**src/rtl/disp_pkg.sv**
```systemverilog
// Shared definitions for the seven-segment display scan logic.
// Latency: n/a (types, constants and one pure helper function).
// Backpressure: n/a.
package disp_pkg;

    localparam int NUM_DIGITS = 4;
    localparam logic [NUM_DIGITS-1:0] AN_OFF = 4'b1111;

    typedef enum logic [1:0] {
        IDLE,
        BLANK,
        SHOW
    } scan_state_t;

    // Active-low anode pattern with only digit idx driven low.
    function automatic logic [NUM_DIGITS-1:0] an_select(input logic [1:0] idx);
        return ~(4'b0001 << idx);
    endfunction

endpackage

```
**src/rtl/slot_timer.sv**
```systemverilog
// Wrapping digit-slot counter: counts 0..CLK_DIV-1, flags the last cycle.
// Latency: clr takes effect on the next edge; last is combinational from cnt.
// Backpressure: none; it free-runs unless held in clear.
// Ports: clk, rst (async, active-high), clr (sync clear to 0),
//        cnt (slot position), last (cnt == CLK_DIV-1).
module slot_timer #(
    parameter int CLK_DIV = 100000
) (
    input  logic                       clk,
    input  logic                       rst,
    input  logic                       clr,
    output logic [$clog2(CLK_DIV)-1:0] cnt,
    output logic                       last
);

    localparam int CW = $clog2(CLK_DIV);

    assign last = (cnt == CW'(CLK_DIV - 1));

    always_ff @(posedge clk or posedge rst) begin
        if (rst) begin
            cnt <= '0;
        end else if (clr || last) begin
            cnt <= '0;
        end else begin
            cnt <= cnt + 1'b1;
        end
    end

endmodule

```
**src/rtl/seg_scan_ctrl.sv**
```systemverilog
// Four-digit seven-segment scan controller with per-slot blanking and frame tick.
// Latency: all outputs registered; en / digit_mask changes show one cycle later.
// Backpressure: none; en=0 darkens the display and restarts the scan on re-enable.
// Ports: clk, rst (async, active-high), en, digit_mask[3:0] (1 = digit enabled),
//        sel[1:0] (mux select), an[3:0] (active-low anodes), blank, frame_tick.
module seg_scan_ctrl
    import disp_pkg::*;
#(
    parameter int CLK_DIV      = 100000,
    parameter int BLANK_CYCLES = 1000
) (
    input  logic                  clk,
    input  logic                  rst,
    input  logic                  en,
    input  logic [NUM_DIGITS-1:0] digit_mask,
    output logic [1:0]            sel,
    output logic [NUM_DIGITS-1:0] an,
    output logic                  blank,
    output logic                  frame_tick
);

    localparam int CW = $clog2(CLK_DIV);
    // Only meaningful when BLANK_CYCLES > 0; BLANK is never entered otherwise.
    localparam int BLANK_END = (BLANK_CYCLES > 0) ? BLANK_CYCLES - 1 : 0;

    scan_state_t           state;
    scan_state_t           state_nxt;
    logic [1:0]            sel_nxt;
    logic [NUM_DIGITS-1:0] an_nxt;
    logic                  blank_nxt;
    logic                  tick_nxt;
    logic                  lit_nxt;
    logic                  cnt_to_last;
    logic                  clr;
    logic [CW-1:0]         cnt;
    logic                  last;

    // Counter is held at 0 while idle or disabled so each restart begins a fresh slot.
    assign clr = !en || (state == IDLE);

    slot_timer #(
        .CLK_DIV (CLK_DIV)
    ) u_slot_timer (
        .clk  (clk),
        .rst  (rst),
        .clr  (clr),
        .cnt  (cnt),
        .last (last)
    );

    always_comb begin
        state_nxt = state;
        sel_nxt   = sel;
        if (!en) begin
            state_nxt = IDLE;
            sel_nxt   = 2'd0;
        end else begin
            case (state)
                IDLE: begin
                    sel_nxt   = 2'd0;
                    state_nxt = (BLANK_CYCLES == 0) ? SHOW : BLANK;
                end
                BLANK: begin
                    if (cnt == CW'(BLANK_END)) begin
                        state_nxt = SHOW;
                    end
                end
                SHOW: begin
                    if (last) begin
                        sel_nxt   = sel + 2'd1;
                        state_nxt = (BLANK_CYCLES == 0) ? SHOW : BLANK;
                    end
                end
                default: begin
                    state_nxt = IDLE;
                    sel_nxt   = 2'd0;
                end
            endcase
        end

        // Outputs are decoded from the next-cycle state so the registered
        // versions line up with the state/sel/cnt they describe.
        lit_nxt     = (state_nxt == SHOW) && digit_mask[sel_nxt];
        an_nxt      = lit_nxt ? an_select(sel_nxt) : AN_OFF;
        blank_nxt   = !lit_nxt;
        // Next cnt equals CLK_DIV-1 exactly when it counts up from CLK_DIV-2.
        cnt_to_last = !clr && (cnt == CW'(CLK_DIV - 2));
        tick_nxt    = (state_nxt != IDLE) && (sel_nxt == 2'd3) && cnt_to_last;
    end

    always_ff @(posedge clk or posedge rst) begin
        if (rst) begin
            state      <= IDLE;
            sel        <= 2'd0;
            an         <= AN_OFF;
            blank      <= 1'b1;
            frame_tick <= 1'b0;
        end else begin
            state      <= state_nxt;
            sel        <= sel_nxt;
            an         <= an_nxt;
            blank      <= blank_nxt;
            frame_tick <= tick_nxt;
        end
    end

endmodule

```
**config.mk**
```make
export PLATFORM = sky130hd
export DESIGN_NAME = seg_scan_ctrl
export DESIGN_NICKNAME = d
export VERILOG_FILES = /design/src/rtl/disp_pkg.sv /design/src/rtl/slot_timer.sv /design/src/rtl/seg_scan_ctrl.sv
export SDC_FILE = /design/constraint.sdc
export NUM_CORES = 1
export LEC_CHECK = 0
export CORE_MARGIN = 1.5
export CORE_UTILIZATION = 50
export CTS_CLUSTER_DIAMETER = 80
export DETAILED_ROUTE_END_ITERATION = 8
export PLACE_DENSITY = 0.81
export SETUP_SLACK_MARGIN = 0.02
export SLEW_MARGIN = 25
export SYNTH_ARGS = -nofsm -noshare
export SYNTH_HDL_FRONTEND = slang
export SYNTH_SLANG_ARGS = --single-unit
```
**constraint.sdc**
```tcl
create_clock -name clk -period 3.91 [get_ports clk]
set_input_delay 0.782 -clock clk [delete_from_list [all_inputs] [get_ports clk]]
set_output_delay 0.782 -clock clk [all_outputs]
set_load 0.005 [all_outputs]
```
* Word-level counts from Yosys, hierarchy flattened *
Cells that the tools add are included.

storage, ports and cells
  flip-flop bits (word level) = 27
  bits of input ports = 7
  output and inout bits = 8
  word-level logic and storage cells = 40

operators by class
  add/subtract/negate cells = 2
  order comparisons = 1
  equality and inequality tests = 7
  shift operators = 1
  mux-type cells = 11
  bitwise logic cells = 1
  reduce and logical (&&, ||, !) cells = 11

operator list
  kind                                                                     number
  17-bit equality test, second input constant                              2
  17-bit by 1-bit adder with 17-bit output, second input constant          1
  17-bit by 10-bit equality test with 1-bit output, second input constant  1
  17-bit two-way mux                                                       1
  2-bit two-way mux                                                        5
  2-bit equality test, second input constant                               3
  2-bit case mux with 3 select lines                                       1
  1-bit logical AND                                                        4
  4-bit two-way mux                                                        1
  4-bit inverter                                                           1
  2-bit case mux with 2 select lines                                       1
  1-bit by 2-bit << shifter with 4-bit output, first input constant        1
  1-bit zero test                                                          3
  2-bit by 3-bit < comparator with 1-bit output, second input constant     1
  2-bit by 1-bit adder with 2-bit output, second input constant            1
  1-bit binary-select mux with 2-bit select                                1
  2-bit by 1-bit equality test with 1-bit output, second input constant    1
  2-bit zero test                                                          1
  1-bit logical OR                                                         2
  2-bit nonzero test                                                       1
  1-bit two-way mux                                                        1

* Longest topological paths before layout *
Gate-level depths: netlist of the first run.

  depth in word-level cells = 8
  depth in mapped cells = 9
  mapped depth without buffers = 8

* By module *
A second synthesis of the first run with hierarchy kept.

unflattened totals
  cell total of the unflattened synthesis = 154
  area total of the unflattened synthesis = 1,531.5 sq um

by module, submodules not included
  module         instances  cells an instance  area an instance (sq um)  seq. area each (sq um)
  slot_timer     1          90                 877.1                     425.4
  seg_scan_ctrl  1          64                 654.4                     256.5

* Least setup slack after synthesis of the first run *
OpenSTA, ideal clock, no wires.

  path kind = reg2reg
  start point = reg u_slot_timer.cnt[0]
  end point = reg blank
  arrival = 1,753 ps
  required time = 3,835 ps
  setup slack = 2,082 ps
  cell stages (with the launch flop) = 8
  buffers on the path = 1
  clock period less this slack = 1,828 ps
  cells stage by stage = dfrtp_1 > ha_1 > and4_2 > and4_1 > buf_4 > o21a_1 > o221a_1 > o211ai_2

on the way
  word-level cells in the longest chain between the ends = 8
  elaborated cells between the ends (all ways) = 14
  classes of those cells = eq/ne: 3; mux: 9; reduce/logical: 2

RTL lines
  what                                       RTL line              source
  start: declaration                         slot_timer.sv:12      output logic [$clog2(CLK_DIV)-1:0] cnt,
  start signal: assignment                   slot_timer.sv:26      cnt <= cnt + 1'b1;
  17-bit equality test                       slot_timer.sv:18      assign last = (cnt == CW'(CLK_DIV - 1));
  2-bit two-way mux                          seg_scan_ctrl.sv:69   if (last) begin
  2-bit case mux with 2 select lines         seg_scan_ctrl.sv:58   case (state)
  2-bit two-way mux                          seg_scan_ctrl.sv:54   if (!en) begin
  1-bit binary-select mux with 2-bit select  seg_scan_ctrl.sv:83   lit_nxt = (state_nxt == SHOW) && digit_mask[sel_nxt];
  1-bit two-way mux (not written as such)    seg_scan_ctrl.sv:83
  1-bit logical AND *                        seg_scan_ctrl.sv:83
  1-bit zero test *                          seg_scan_ctrl.sv:85   blank_nxt = !lit_nxt;
  net blank_nxt                              seg_scan_ctrl.sv:30   logic blank_nxt;
  end signal: assignment                     seg_scan_ctrl.sv:102  blank <= blank_nxt;
  end: declaration                           seg_scan_ctrl.sv:18   output logic blank,

Mark *: on every way through the listed nets, which the timed path passes. The rest lies on a longest branch. The select of a mux whose other input is x is not followed.

* Worst setup path in the final report of the first run *
  start point = reg sel[0]
  end point = out sel[0]

RTL lines
  what                      RTL line              source
  start: declaration        seg_scan_ctrl.sv:16   output logic [1:0] sel,
  start signal: assignment  seg_scan_ctrl.sv:100  sel <= sel_nxt;

No word-level cell between the ends.

==> results of run 1 <==
## registers in the layout, summed over array words and instances, names as in the netlist
name and cells:
blank 1, an 4, sel 2, u_slot_timer.cnt 17, frame_tick 1, state 2
## kinds of logic after synthesis
logic type               share of synthesized area, %
AO/OA/AOI/OAI                                    11.1
XOR/XNOR                                         7.04
adder cells (fa/ha/maj)                          5.41
buffers and inverters                            4.25
flip-flops                                       42.2
multiplexers                                    0.619
AND/OR/NAND/NOR                                  29.5
## final cells by class
| type | instances | area share (%) |
|---|---|---|
| clock buffer | 4 | 1.45 |
| inverter | 10 | 2.08 |
| multi-input combinational | 124 | 48.0 |
| sequential | 27 | 37.7 |
| tap | 44 | 3.04 |
| timing repair buffer | 14 | 7.75 |
## layer usage
metal / global-route usage (%) / share of wire, % / vias to the layer above
met5: 0 / 0 / -
met2: 30.6 / 48 / 40
met3: 2.60 / 4.4 / 3
met4: 3.81 / 0.71 / 0
li1: - / - / 621
met1: 26.6 / 47 / 616
## final timing paths
path / slack, ps / depth (start not counted) / end / start
worst max-delay path: 1650 / 1 / sel[0] / sel[0]
worst min-delay path: 550 / 1 / u_slot_timer.cnt[0] / u_slot_timer.cnt[0]
worst max register to register: 1950 / 6 / blank / u_slot_timer.cnt[0]
worst min register to register: 550 / 1 / u_slot_timer.cnt[0] / u_slot_timer.cnt[0]
max in group asynchronous: 2740 / 2 / an[1] / rst
min in group asynchronous: 810 / 2 / u_slot_timer.cnt[14] / rst
## report_power, final
part | switching (mW) | total (mW) | leakage [nW] | internal (mW)
clock network | 0.0785 | 0.118 | 0.0150 | 0.0400
registers | 0.00214 | 0.283 | 0.358 | 0.281
logic | 0.0200 | 0.0318 | 0.386 | 0.0118
## synthesized netlist by cell type, types with 2 or more instances
library cell and n:
a21oi_1 4, a31oi_1 2, and2_2 2, and3_1 7, and4b_1 2, clkbuf_1 2, dfrtp_1 22, dfstp_2 5
ha_1 7, inv_1 8, inv_2 2, nand2_1 12, nand3_1 7, nand4_1 9, nor2_1 17, nor2b_1 3
nor3_1 2, nor3_2 2, nor3b_1 3, o211ai_2 2, o21a_1 3, o21ai_0 4, or3_1 3, xnor2_1 5
xor2_1 8
==> impl_metrics.tcl, run 1 <==
set metrics [dict create \
    status "complete, no violations" \
    synth_ff_type "dfrtp_1" \
    grt_max_degree 28 \
    drtIter0Drc 82 \
    dpl_cell_area_um2 1780 \
    fin_crit_sh_pct 57.8 \
    finalWorstSetupSlack_ps 1650 \
    nFillCells 271 \
    synthArstFlopShare_pct 100 \
    cts_root_buf "clkbuf_4" \
    clkLatencyLatePin_ps 320 \
    final_cell_mix "dfrtp_1, nor2_1, clkdlybuf4s50_1, nand2_1, nand4_1" \
    cts_buffers 3 \
    path_delay_family "flip-flops" \
    gr-total-overflow 0 \
    max-vdd-ir-drop_uv 182 \
    worstHoldPathType "flop to flop" \
    rsz0062_at_grt "no" \
    die_w_um 59.9 \
    path_clk_slew_ps 130 \
    vias_per_cell 5.74 \
    area_growth_pct 11.8 \
    post-cts-setup-buffers 0 \
    worstMarginPinSlew_ps 573 \
    synth_warnings 0 \
    cp_cell_sequence "clkdlybuf4s50_1" \
    final-setup-viol-count 0 \
    die_height_um 59.9 \
    period_needed_ps 2260 \
    final_common_cell "dfrtp_1" \
    fin_tns_setup_ps 0 \
    yosysTopAreaCell "dfrtp_1" \
    grt_pass1_wl_um 5210 \
    skew_ps 1.07 \
    synth_edf_count 0 \
    diodes 0 \
    nNetsFinal 194 \
    cp-end-kind "primary output" \
    tritoncts "yes" \
    hpwl_um 2320 \
    drv_slew 0 \
    p_total_uw 434 \
    ys_seq_elements 27 \
    synth_cell_types 48 \
    port_buffers 14 \
    drtPass1Iterations 4 \
    netlist_area_um2 1620 \
    antenna_found_initial 0 \
    cts.repair.resized 0 \
    finalHoldViolCount 0 \
    placedCellCount 219 \
    place.gp.congestion 0.854 \
    dieArea_um2 3590 \
    grt_pass1_vias 1158 \
    rows 20 \
    worstPathBufferInverterCount 1 \
    syn_inst 166 \
    seqCellArea_um2 682 \
    syn_nets 180 \
    post-synth-top-area-fraction_pct 34.0 \
    path_class "flop to primary output" \
    clockBufferDepth 2 \
    leakage_nw 0.759 \
    cts_hold_buffers 0 \
    io_pins 15 \
    critPathSlowestCell "dfrtp_1" \
    wl_per_cell_um 13.8 \
    dp_slack_ps 1500 \
    worst_ep_arrival_time_ps 1480 \
    wirelength_um 3080 \
    required_ps 3130 \
    multi_input_area_um2 867 \
    core_area_um2 3050 \
    vias 1280 \
    synth.avg_cell_area_um2 9.75 \
    fmax_mhz 442 \
    maxCapViolations 0 \
    cts_num_sinks 27 \
    final_cells 223 \
    ys_seq_area_share_pct 42.2 \
    drive_gt1_share_pct 12.3 \
    start_kind "flop" \
    start_util_pct 53.0 \
    htree_levels 1 \
    grtUsageTotal_pct 18.7 \
    final_area_um2 1810 \
    pwr_density_cell_nw_per_um2 240 \
    drtAntennaViolNets 0 \
    synthTopCellsByArea "dfrtp_1, dfstp_2, ha_1" \
    path_max_fanout 14 \
    cp_slowest_stage_delay_ps 590 \
    finish.utilization_pct 59.2 \
    whs_ps 551 \
    drc 0 \
    relSlewSlack_pct 61.7 \
]
No activity file was read; power rests on OpenSTA's default activity.
==> run 2, diff against run 1 <==
Clock period 3.91 ns to 2.1 ns, I/O delays scaled along.
==> impl_metrics.tcl, run 2 (synthesis gave the netlist of run 1 again) <==
set metrics [dict create \
    crit_start "state[0]" \
    critPathSlowestCell "dfrtp_1" \
    cts_hold_buffers 0 \
    diodes 0 \
    die_w_um 59.9 \
    gr-total-overflow 0 \
    final_cell_mix "dfrtp_1, nor2_1, clkdlybuf4s50_1, nand2_1, nand4_1" \
    fmax_mhz 508 \
    tritoncts "yes" \
    grt_max_degree 28 \
    path_clk_slew_ps 130 \
    drv_slew 0 \
    maxCapViolations 0 \
    vias_per_cell 5.78 \
    final-setup-viol-count 0 \
    period_needed_ps 1970 \
    place.gp.congestion 0.901 \
    grt_pass1_wl_um 5550 \
    drive_gt1_share_pct 14.3 \
    final_common_cell "dfrtp_1" \
    rows 20 \
    drtPass1Iterations 4 \
    drtIter0Drc 110 \
    whs_ps 447 \
    drtAntennaViolNets 0 \
    antenna_found_initial 0 \
    met2_usage_pct 35.9 \
    reg_top3 "u_slot_timer.cnt (17), an (4)" \
    cp-end-kind "flop" \
    nNetsFinal 197 \
    worst_ep_arrival_time_ps 2230 \
    drc 0 \
    skew_ps 3.78 \
    wl_per_cell_um 14.3 \
    path_max_fanout 8 \
    status "complete, no violations" \
    cts_buffers 3 \
    wirelength_um 3230 \
    largest_register "u_slot_timer.cnt" \
    path_class "flop to flop" \
    core_area_um2 3050 \
    rsz0062_at_grt "no" \
    dieArea_um2 3590 \
    max-vdd-ir-drop_uv 284 \
    worstHoldPathType "input pin to async pin" \
    finalHoldViolCount 0 \
    grt_busiest_layer "met2" \
    worstMarginPinSlew_ps 393 \
    die_height_um 59.9 \
    clkLatencyLatePin_ps 320 \
    grtUsageMet3_pct 4.33 \
    htree_levels 1 \
    vias 1306 \
    leakage_nw 0.776 \
    grtUsageTotal_pct 20.2 \
    grt_pass1_vias 1287 \
    io_pins 15 \
    clockBufferDepth 2 \
    worstPathBufferInverterCount 2 \
    hpwl_um 2460 \
    start_kind "flop" \
    required_ps 2360 \
    fin_crit_sh_pct 93.7 \
    cts.repair.resized 0 \
    port_buffers 14 \
    area_growth_pct 13.6 \
    relSlewSlack_pct 73.6 \
    path_delay_family "simple AND/OR/NAND/NOR gates" \
    post-cts-setup-buffers 0 \
    start_util_pct 53.0 \
    cp_slowest_stage_delay_ps 420 \
    fin_tns_setup_ps 0 \
    cp_cell_sequence "inv_1 -> ha_1 -> and3_1 -> nand2b_1 -> o221ai_1 -> and2_2 -> inv_2 -> nand4_1" \
    pwr_density_cell_nw_per_um2 437 \
    cts_root_buf "clkbuf_4" \
    r2r_start "state[0]" \
    largest_reg_flops 17 \
    cts_num_sinks 27 \
    met1_usage_pct 24.8 \
]
==> run 2: changes by cell type in the layout (fill, tap and decap cells not counted) <==
cell and delta:
nand2_2 +1, inv_1 +1, nand2_1 -1, inv_2 -1
nor3b_2 +1, nor3b_1 -1, buf_4 +3
==> run 2: metal layers <==
layer  vias up  share of wire [%]
met5         -                  0
met4         0               0.96
met3         4                5.0
met2        33                 51
met1       641                 43
li1        628                  -
==> run 2: final timing paths <==
check	to	depth (start not counted)	slack, ps
worst max-delay path	an[2]	8	130
max in group asynchronous	an[1]	3	1360
worst min register to register	u_slot_timer.cnt[0]	1	550
min in group clk	u_slot_timer.cnt[0]	1	550
worst max register to register	an[2]	8	130
worst min-delay path	u_slot_timer.cnt[13]	3	450
==> run 2: worst register-to-register path, stage by stage, from the launching register on <==
cell	delay, ps
dfrtp_1	420
inv_1	110
ha_1	320
and3_1	260
nand2b_1	180
o221ai_1	220
and2_2	240
inv_2	50
nand4_1	100
==> run 2: final cells by class <==
| type | instances | area (µm²) |
|---|---|---|
| Fill cell | 271 | 1210 |
| Multi-Input combinational cell | 124 | 875 |
| Sequential cell | 27 | 682 |
| Timing Repair Buffer | 17 | 163 |
| Tap cell | 44 | 55.1 |
| Inverter | 10 | 37.5 |
| Clock buffer | 4 | 26.3 |
==> run 2: through the flow <==
step	util (%)	worst slack [ps]	cells	instance area, µm²	power, mW
after floorplan	-	272	166	1620	0.572
after global placement	59.1	146	222	1800	0.595
after detailed placement	59.1	40.3	222	1800	0.598
after CTS	60.0	146	226	1830	0.813
after global routing	60.2	31.1	226	1840	0.843
final	60.2	132	226	1840	0.804
==> run 2: where the power goes <==
part           total [mW]  leakage, nW  switching (mW)  internal, mW
registers           0.528        0.358         0.00400         0.524
clock network       0.215       0.0150           0.141        0.0743
logic              0.0608        0.403          0.0374        0.0234
